===== src/rtl/enemyshell_flight_pkg.sv =====
// Shared encodings and grid limits for the tank shell controllers.
// Pure declarations: no logic, no latency.
package enemyshell_flight_pkg;

    localparam logic [4:0] X_MAX   = 5'd24;
    localparam logic [4:0] Y_MAX   = 5'd20;
    localparam logic [4:0] PARK_XY = 5'd31;

    localparam logic [1:0] DIR_UP    = 2'b00;
    localparam logic [1:0] DIR_DOWN  = 2'b01;
    localparam logic [1:0] DIR_LEFT  = 2'b10;
    localparam logic [1:0] DIR_RIGHT = 2'b11;

    typedef enum logic [1:0] {
        ST_IDLE    = 2'd0,
        ST_FLY     = 2'd1,
        ST_RECOVER = 2'd2
    } state_t;

    function automatic logic on_grid(input logic [4:0] x, input logic [4:0] y);
        return (x <= X_MAX) && (y <= Y_MAX);
    endfunction

endpackage


===== src/rtl/enemyshell_flight_if.sv =====
// Fire handshake between an enemy tank controller (master) and its shell block (slave).
// Level request with busy feedback; the request is held by the tank, no backpressure.
interface enemyshell_flight_if;
    logic       enemyshell_state;
    logic       tank_state;
    logic [4:0] enemytank_xpos;
    logic [4:0] enemytank_ypos;
    logic [1:0] tank_dir;
    logic       enemyshell_state_feedback;

    modport master (
        output enemyshell_state, tank_state, enemytank_xpos, enemytank_ypos, tank_dir,
        input  enemyshell_state_feedback
    );

    modport slave (
        input  enemyshell_state, tank_state, enemytank_xpos, enemytank_ypos, tank_dir,
        output enemyshell_state_feedback
    );
endinterface


===== src/rtl/enemyshell_flight_shell_step.sv =====
// Next tile for a shell moving one step in dir, flagging moves that would leave the grid.
// Combinational, zero latency; no handshake.
module enemyshell_flight_shell_step
    import enemyshell_flight_pkg::*;
(
    input  logic [4:0] x,
    input  logic [4:0] y,
    input  logic [1:0] dir,
    output logic [4:0] next_x,
    output logic [4:0] next_y,
    output logic       off_edge
);

    always_comb begin
        next_x   = x;
        next_y   = y;
        off_edge = 1'b0;
        case (dir)
            DIR_UP:    if (y == 5'd0)  off_edge = 1'b1; else next_y = y - 5'd1;
            DIR_DOWN:  if (y == Y_MAX) off_edge = 1'b1; else next_y = y + 5'd1;
            DIR_LEFT:  if (x == 5'd0)  off_edge = 1'b1; else next_x = x - 5'd1;
            default:   if (x == X_MAX) off_edge = 1'b1; else next_x = x + 5'd1;
        endcase
    end

endmodule


===== src/rtl/enemyshell_flight.sv =====
// Enemy shell launcher/flight: launches from the tank tile, steps per tick, detects player hit or edge.
// Launch visible 1 clk after request; request is a held level, feedback marks busy (no backpressure).
module enemyshell_flight
    import enemyshell_flight_pkg::*;
#(
    parameter int HIT_CNT_W = 3
) (
    input  logic                 clk,
    input  logic                 rst,
    input  logic                 enable,
    input  logic                 step_tick,
    input  logic [4:0]           mytank_xpos,
    input  logic [4:0]           mytank_ypos,
    input  logic                 item_frozen,
    enemyshell_flight_if.slave   fire,
    output logic [4:0]           enemyshell_x,
    output logic [4:0]           enemyshell_y,
    output logic [1:0]           enemyshell_dir,
    output logic                 hit_mytank,
    output logic [HIT_CNT_W-1:0] hit_cnt
);

    state_t state, state_nxt;

    logic [4:0]           x_nxt, y_nxt;
    logic [1:0]           dir_nxt;
    logic                 hit_nxt;
    logic [HIT_CNT_W-1:0] cnt_nxt;
    logic                 feedback_q;

    logic [4:0] step_x, step_y;
    logic       off_edge;
    logic       launch, hit_now, move_now, off_grid;

    enemyshell_flight_shell_step u_step (
        .x        (enemyshell_x),
        .y        (enemyshell_y),
        .dir      (enemyshell_dir),
        .next_x   (step_x),
        .next_y   (step_y),
        .off_edge (off_edge)
    );

    assign launch   = (state == ST_IDLE) && fire.enemyshell_state && fire.tank_state;
    assign hit_now  = (state == ST_FLY) && (enemyshell_x == mytank_xpos) && (enemyshell_y == mytank_ypos);
    assign move_now = step_tick && !item_frozen;
    // A shell launched from an off-grid tank tile must die without ever moving.
    assign off_grid = !on_grid(enemyshell_x, enemyshell_y);

    always_ff @(posedge clk) begin
        if (rst || !enable) state <= ST_IDLE;
        else                state <= state_nxt;
    end

    always_comb begin
        state_nxt = state;
        case (state)
            ST_IDLE:    if (launch) state_nxt = ST_FLY;
            ST_FLY:     if (hit_now || off_grid || (move_now && off_edge)) state_nxt = ST_RECOVER;
            default:    state_nxt = ST_IDLE;
        endcase
    end

    always_comb begin
        x_nxt   = enemyshell_x;
        y_nxt   = enemyshell_y;
        dir_nxt = enemyshell_dir;
        hit_nxt = 1'b0;
        cnt_nxt = hit_cnt;
        case (state)
            ST_IDLE: begin
                if (launch) begin
                    x_nxt   = fire.enemytank_xpos;
                    y_nxt   = fire.enemytank_ypos;
                    dir_nxt = fire.tank_dir;
                end
            end
            ST_FLY: begin
                if (hit_now) begin
                    hit_nxt = 1'b1;
                    cnt_nxt = (&hit_cnt) ? hit_cnt : hit_cnt + HIT_CNT_W'(1);
                    x_nxt   = PARK_XY;
                    y_nxt   = PARK_XY;
                end else if (state_nxt == ST_RECOVER) begin
                    x_nxt = PARK_XY;
                    y_nxt = PARK_XY;
                end else if (move_now) begin
                    x_nxt = step_x;
                    y_nxt = step_y;
                end
            end
            default: begin
                x_nxt = PARK_XY;
                y_nxt = PARK_XY;
            end
        endcase
    end

    always_ff @(posedge clk) begin
        if (rst || !enable) begin
            enemyshell_x   <= PARK_XY;
            enemyshell_y   <= PARK_XY;
            enemyshell_dir <= DIR_UP;
            hit_mytank     <= 1'b0;
            hit_cnt        <= '0;
            feedback_q     <= 1'b0;
        end else begin
            enemyshell_x   <= x_nxt;
            enemyshell_y   <= y_nxt;
            enemyshell_dir <= dir_nxt;
            hit_mytank     <= hit_nxt;
            hit_cnt        <= cnt_nxt;
            feedback_q     <= (state_nxt == ST_FLY);
        end
    end

    assign fire.enemyshell_state_feedback = feedback_q;

endmodule

===== src/flat_wrapper.sv =====
// flat-port wrapper written by rule: the top's interface ports become plain ports
module enemyshell_flight_flat import enemyshell_flight_pkg::*;
#(
    parameter int HIT_CNT_W = 3
)
  (clk, rst, enable, step_tick, mytank_xpos, mytank_ypos, item_frozen, enemyshell_x, enemyshell_y, enemyshell_dir, hit_mytank, hit_cnt, fire_enemyshell_state, fire_tank_state, fire_enemytank_xpos, fire_enemytank_ypos, fire_tank_dir, fire_enemyshell_state_feedback);
  enemyshell_flight_if fire_i ();
  input  logic clk;
  input  logic rst;
  input  logic enable;
  input  logic step_tick;
  input  logic [4:0] mytank_xpos;
  input  logic [4:0] mytank_ypos;
  input  logic item_frozen;
  output logic [4:0] enemyshell_x;
  output logic [4:0] enemyshell_y;
  output logic [1:0] enemyshell_dir;
  output logic hit_mytank;
  output logic [HIT_CNT_W-1:0] hit_cnt;
  input wire logic [$bits(fire_i.enemyshell_state)-1:0] fire_enemyshell_state;
  input wire logic [$bits(fire_i.tank_state)-1:0] fire_tank_state;
  input wire logic [$bits(fire_i.enemytank_xpos)-1:0] fire_enemytank_xpos;
  input wire logic [$bits(fire_i.enemytank_ypos)-1:0] fire_enemytank_ypos;
  input wire logic [$bits(fire_i.tank_dir)-1:0] fire_tank_dir;
  output wire logic [$bits(fire_i.enemyshell_state_feedback)-1:0] fire_enemyshell_state_feedback;
  assign fire_i.enemyshell_state = fire_enemyshell_state;
  assign fire_i.tank_state = fire_tank_state;
  assign fire_i.enemytank_xpos = fire_enemytank_xpos;
  assign fire_i.enemytank_ypos = fire_enemytank_ypos;
  assign fire_i.tank_dir = fire_tank_dir;
  assign fire_enemyshell_state_feedback = fire_i.enemyshell_state_feedback;
  enemyshell_flight #(.HIT_CNT_W(HIT_CNT_W)) u_core (.clk(clk), .rst(rst), .enable(enable), .step_tick(step_tick), .mytank_xpos(mytank_xpos), .mytank_ypos(mytank_ypos), .item_frozen(item_frozen), .fire(fire_i), .enemyshell_x(enemyshell_x), .enemyshell_y(enemyshell_y), .enemyshell_dir(enemyshell_dir), .hit_mytank(hit_mytank), .hit_cnt(hit_cnt));
endmodule

===== config.mk =====
export PLATFORM = sky130hd
export DESIGN_NAME = enemyshell_flight_flat
export DESIGN_NICKNAME = d
export VERILOG_FILES = /design/src/rtl/enemyshell_flight_pkg.sv /design/src/rtl/enemyshell_flight_if.sv /design/src/rtl/enemyshell_flight_shell_step.sv /design/src/rtl/enemyshell_flight.sv /design/src/flat_wrapper.sv
export SDC_FILE = /design/constraint.sdc
export NUM_CORES = 1
export LEC_CHECK = 0
export BUFFER_PORTS_ARGS = -buffer_cell sky130_fd_sc_hd__buf_2
export CORE_UTILIZATION = 40
export DETAILED_ROUTE_END_ITERATION = 7
export PLACE_DENSITY = 0.65
export SYNTH_ARGS = -nofsm -noshare
export SYNTH_HDL_FRONTEND = slang
export SYNTH_HIERARCHICAL = 1
export SYNTH_SLANG_ARGS = --single-unit

===== constraint.sdc =====
create_clock -name clk -period 3.8 [get_ports clk]
set_input_delay 0.76 -clock clk [delete_from_list [all_inputs] [get_ports clk]]
set_output_delay 0.76 -clock clk [all_outputs]
set_load 0.05 [all_outputs]

* Yosys cells after proc, flatten, opt, wreduce, memory -nomap -nowiden
Index checks and enable logic that the tools add are counted.
Widths: inputs -> output; s select.
** Cells by class
- Mux-type cells :: 25
- $add $sub $neg :: 5
- Bitwise logic cells :: 2
- Equality and inequality tests :: 17
- Magnitude comparators :: 2
- Reduce and logical (&&, ||, !) cells :: 24
** Operators with widths (number)
- $mux 5 :: 12
- $pmux 5 s2 :: 4
- $ne 5x4->1 const B :: 5
- $add 5x1->5 const B :: 2
- $eq 5x5->1 :: 2
- $eq 5x5->1 const B :: 2
- $le 5x5->1 const B :: 2
- $logic_not 5->1 :: 2
- $reduce_and 5->1 :: 2
- $sub 5x1->5 const B :: 2
- $logic_and 1x1->1 :: 7
- $eq 2x1->1 const B :: 3
- $reduce_and 3->1 :: 2
- $mux 1 :: 5
- $eq 2x2->1 const B :: 2
- $logic_not 2->1 :: 2
- $mux 2 :: 2
- $ne 4x2->1 const B :: 1
- $ne 4x3->1 const B :: 1
- $pmux 2 s2 :: 1
- $reduce_or 2->1 :: 2
- $add 3x1->3 const B :: 1
- $logic_not 1->1 :: 3
- $logic_or 1x1->1 :: 3
- other kinds (4) :: 5
** Storage, ports and cells
- Logic and storage cells :: 82
- Flip-flop bits (word level) :: 19

* Longest topological paths before layout
- Word-level depth :: 11
- Depth in mapped cells :: 11
- Depth with buffers taken out :: 10

* Cells and area by module
The synthesis kept the hierarchy.
** By module, submodules not included
- enemyshell_flight :: times used 1, cells an instance 120, area an instance 1051.0 µm², seq. area each 380.4 µm²
- enemyshell_flight_shell_step :: times used 1, cells an instance 81, area an instance 561.8 µm², seq. area each 0.0 µm²

* Worst setup path before layout
Ideal clock, no wire load.
- Path kind :: reg2reg
- From :: register u_core.enemyshell_y[1]
- To :: register u_core.enemyshell_y[1]
- Arrival time :: 2.456 ns
- Buffers on the path :: 0
- Period minus slack after synthesis :: 2.578 ns
- Setup slack :: 1.222 ns
- Cell stages (with the launch flop) :: 10
- Cell sequence :: dfxtp_1 inv_1 ha_1 nor2b_1 a211oi_2 o21bai_1 mux2_2 nor3b_1 a31oi_1 o32a_1
** On the way
- Elaborated cells between the ends (all ways) :: 30
** RTL lines
- from (decl) :: line enemyshell_flight.sv:17 : output logic [4:0] enemyshell_y,
- from (signal assigned) :: line enemyshell_flight.sv:109 : enemyshell_y <= y_nxt;
- $add 5x1->5 or $sub 5x1->5 (tied branches) :: line enemyshell_flight_shell_step.sv:20, enemyshell_flight_shell_step.sv:19
- $mux 5, on equally long branches :: line enemyshell_flight_shell_step.sv:20, enemyshell_flight_shell_step.sv:19
- $pmux 5 s2 (*) :: line enemyshell_flight_shell_step.sv:18 : case (dir)
- named net u_core.step_y[1] :: line enemyshell_flight.sv:31 : logic [4:0] step_x, step_y;
- $mux 5 (*) :: line enemyshell_flight.sv:87 : end else if (move_now) begin
- $mux 5 (*) :: line enemyshell_flight.sv:84 : end else if (state_nxt == ST_RECOVER) begin
- $mux 5 (*) :: line enemyshell_flight.sv:79 : if (hit_now) begin
- $pmux 5 s2 (*) :: line enemyshell_flight.sv:70 : case (state)
The timed path passes the listed nets; every way through them passes the cells marked *. The select of a mux whose other input is x is not followed.
A chain may end at the register's enable or synchronous reset.

* Worst setup path in the final report
- From :: register u_core.enemyshell_x[1]
- To :: register u_core.feedback_q, in the netlist u_core/fire.enemyshell_state_feedback
** On the way
- Word-level cells in the longest chain between the ends :: 8
- Elaborated cells between the ends (all ways) :: 17
** Ends and longest elaborated chain
- from (decl) :: line enemyshell_flight.sv:16 : output logic [4:0] enemyshell_x,
- from (signal assigned) :: line enemyshell_flight.sv:108 : enemyshell_x <= x_nxt;
- $eq 5x5->1 or $logic_not 5->1 (tied branches) :: line enemyshell_flight_shell_step.sv:22, enemyshell_flight_shell_step.sv:21
- $mux 1, on equally long branches :: line enemyshell_flight_shell_step.sv:22, enemyshell_flight_shell_step.sv:21
- $pmux 1 s3 (*) :: line enemyshell_flight_shell_step.sv:18
- named net u_core.off_edge :: line enemyshell_flight.sv:32 : logic off_edge;
- $logic_and 1x1->1 (*) :: line enemyshell_flight.sv:59 : ST_FLY: if (hit_now || off_grid || (move_now && off_edge)) state_nxt = ST_RECOVER;
- $logic_or 1x1->1 (*) :: line enemyshell_flight.sv:59
- $mux 2 (*) :: line enemyshell_flight.sv:59
- $pmux 2 s2 (*) :: line enemyshell_flight.sv:57 : case (state)
- $eq 2x1->1 (*) :: line enemyshell_flight.sv:113 : feedback_q <= (state_nxt == ST_FLY);
- to (signal assigned) :: line enemyshell_flight.sv:113
- to (decl) :: line enemyshell_flight.sv:29 : logic feedback_q;
The timed path passes the listed nets; every way through them passes the cells marked *.

==> flow_metrics.py <==
metrics = {
    "worst_setup_path": {
        "cpMostUsedCell": "nor3_1",
        "cp.required_ps": 3910,
        "arrival_ps": 2700,
        "worstPathCellList": "inv_1, ha_1, nor4b_4, nor2_2, mux2_2, nor2_1, and2_1, nor3_1, a31oi_1, nor3_1",
        "path_buf_inv": 1,
        "max_stage_delay_ps": 430,
        "critPathKind": "reg2reg",
        "crit_fanout": 11,
        "endpoint_kind": "flop",
        "cpMaxStageDelayCell": "dfxtp_1",
        "critPathTopFamily": "simple AND/OR/NAND/NOR gates",
        "setup.worst_path.start_class": "flop",
    },
    "run_status": {
        "status": "complete, no violations",
    },
    "synth": {
        "synth_xor_area_share_pct": 7.060,
        "synth.net_count": 238,
        "synth_area_leaders": "dfxtp_1, ha_1, o32a_1",
        "synth_area_um2": 1613,
        "synth-compound-area-share_pct": 28.86,
        "synth.distinct_cells": 47,
        "synth_seq_area_share_pct": 23.58,
        "yosys.area_share.simple_pct": 26.22,
        "synth_warnings": 6,
        "syn_avg_cell_area_um2": 8.024,
        "synth_common_cells": "nor2_1, dfxtp_1, a21oi_1, a31oi_1, xor2_1",
        "syn_inst": 201,
        "muxShareOfSynthArea_pct": 2.638,
        "yosysMostFrequentCell": "nor2_1",
        "synth-edff-count": 0,
        "synth_flop_cell": "dfxtp_1",
        "yosys.area.top_type": "dfxtp_1",
        "synth_top_family_by_area": "compound AO/OA/AOI/OAI gates",
        "synth_seq_cells": 19,
        "synth_top_area_share_pct": 23.58,
        "synth-async-reset-ratio_pct": 0,
        "synth_fa_ha_area_share_pct": 6.206,
    },
    "power": {
        "switching_share_pct": 28.62,
        "peakVddDrop_mv": 0.1901,
        "p_sw_uw": 125.2,
        "power.internal_uw": 312.3,
        "p_leak_uw": 0.0007774,
        "power_per_cell_area_nw_per_um2": 231.9,
        "pwr-share-comb_pct": 19.1,
        "power_frac_clock_pct": 31.3,
        "pwr-share-seq_pct": 49.6,
    },
    "global_routing": {
        "grt_pass1_wl_um": 7224,
        "grt-ovfl-total": 0,
        "first_global_vias": 1528,
        "grt_use_total_pct": 21.39,
        "grt_max_degree": 27,
        "antenna_found_initial": 0,
    },
    "timing": {
        "maxSlewHeadroom_pct": 40.06,
        "timing.fmax_ghz": 0.3857,
        "maxSlewViolCount": 0,
        "clock_skew_ps": 2.860,
        "tightest_slew_ps": 895.9,
        "setup_violations": 0,
        "rsz0062_at_grt": "false",
        "period_share_pct": 68.23,
        "tns_ps": 0,
        "final-hold-violation-count": 0,
        "period_needed_ps": 2593,
    },
    "finish": {
        "seq_area_um2": 380.4,
        "multi_input_area_um2": 1145,
        "fill_cells": 364,
        "utilization_pct": 50.03,
        "antenna_cells": 0,
        "drive_above_1_share_pct": 24.89,
        "syn_to_final_growth_pct": 16.99,
        "stdcell_area_um2": 1887,
        "layoutNonFillerInstCount": 285,
        "final_nets": 275,
    },
    "drt": {
        "drc": 0,
        "dr.pass1.iters": 4,
        "routed_wl_um": 4227,
        "first_iter_violations": 154,
        "ant_nets": 0,
        "wire_per_inst_um": 14.83,
        "viasPerCell": 5.740,
        "vias": 1636,
    },
    "cts": {
        "clk_pin_slew_ps": 70,
        "cts.sinks": 19,
        "cts.path.max_buffers": 2,
        "cts_resized": 0,
        "post_cts_buffers": 0,
        "h-tree-depth": 1,
        "hold_buffers": 0,
        "cts_tree": "yes",
        "clk-insertion-delay-late_ps": 250,
        "root_buffer": "clkbuf_8",
        "cts-buffers-inserted": 3,
    },
    "placement": {
        "place_congestion": 0.8577,
        "dpl.hpwl_um": 2934,
        "dp_cells": 281,
        "io_buffers": 45,
        "post_dp_cell_area_um2": 1841,
    },
    "job": {
        "cap_violations": 0,
    },
    "die": {
        "ios": 46,
        "die-area_um2": 4290,
        "rows": 22,
        "start_util_pct": 42.77,
        "die_y_um": 65.50,
        "coreArea_um2": 3771,
        "die_w_um": 65.50,
    },
    "worst_hold_path": {
        "holdCritPathClass": "reg2reg",
    },
}
==> worst paths after layout <==
path / startpoint / endpoint / slack, ps / cells past startpoint
setup / recovery: u_core/enemyshell_x[1] / u_core/fire.enemyshell_state_feedback / 1210 / 10
hold reg to reg: u_core/hit_cnt[1] / u_core/hit_cnt[1] / 500 / 2
setup reg to reg: u_core/enemyshell_x[1] / u_core/fire.enemyshell_state_feedback / 1210 / 10
hold / removal: u_core/hit_cnt[1] / u_core/hit_cnt[1] / 500 / 2
==> cells in the final DEF (no fill, tap or decap), drive strengths merged, types with 3 or more instances in the layout <==
cell,count
a21oi,13
a221oi,5
a31oi,13
buf,46
clkbuf,3
dfxtp,19
ha,8
inv,6
nand2,4
nand2b,3
nand3,6
nor2,23
nor3,9
nor3b,10
nor4,3
o21ai,5
o32a,10
or3,4
or3b,3
xor2,11
==> worst min-delay path: stages (launching register included) <==
cell and delay (ps):
dfxtp_1 330, o21ai_1 70, a21oi_1 60
==> sequential cells by signal, indices dropped and copies added (netlist names) <==
register / flops
u_core/enemyshell_x: 5
u_core/enemyshell_y: 5
u_core/hit_cnt: 3
u_core/enemyshell_dir: 2
u_core/state: 2
u_core/fire.enemyshell_state_feedback: 1
u_core/hit_mytank: 1
==> cells by family (layout without fill, tap and decap cells) <==
family | after synthesis | after routing
compound gates | 63 | 63
xor+xnor | 13 | 13
fa+ha+maj | 8 | 8
buf+inv | 20 | 56
flops | 19 | 19
mux | 4 | 4
simple gates | 74 | 74
==> layer usage <==
layer	vias up	wire length, um	global-route usage [%]
met5	-	0	0
met4	0	20	6.250
met3	2	233	1.563
met2	58	1930	33.25
met1	731	2042	31.26
li1	845	-	-
==> per-stage QoR <==
stage | hold slack, ps | power (uW) | setup WS (ps)
finish | 504.1 | 437.5 | 1207
global route | 548.1 | 464.5 | 1005
CTS | 513.4 | 442.3 | 1235
detailed placement | 505.3 | 304.6 | 1227
floorplan | 479.5 | 275.8 | 1222
global placement | 491.6 | 304.9 | 1206
==> final cells by class <==
cell class / instances / area share [%]
clock inverters: 1 / 0.2653
well taps: 48 / 3.183
repair buffers: 46 / 12.33
clock buffers: 3 / 2.188
flip-flops and latches: 19 / 20.16
multi-input cells: 162 / 60.68
inverters: 6 / 1.194
==> power by group through the flow <==
stage / registers (uW) / clock network (uW) / logic [uW]
after floorplan: 227 / 0 / 48.7
after global routing: 218 / 155 / 91.3
after global placement: 222 / 0 / 83.1
final: 217 / 137 / 83.4
after detailed placement: 222 / 0 / 83.0
after CTS: 217 / 142 / 83.2
No activity file was read; power rests on OpenSTA's default activity.
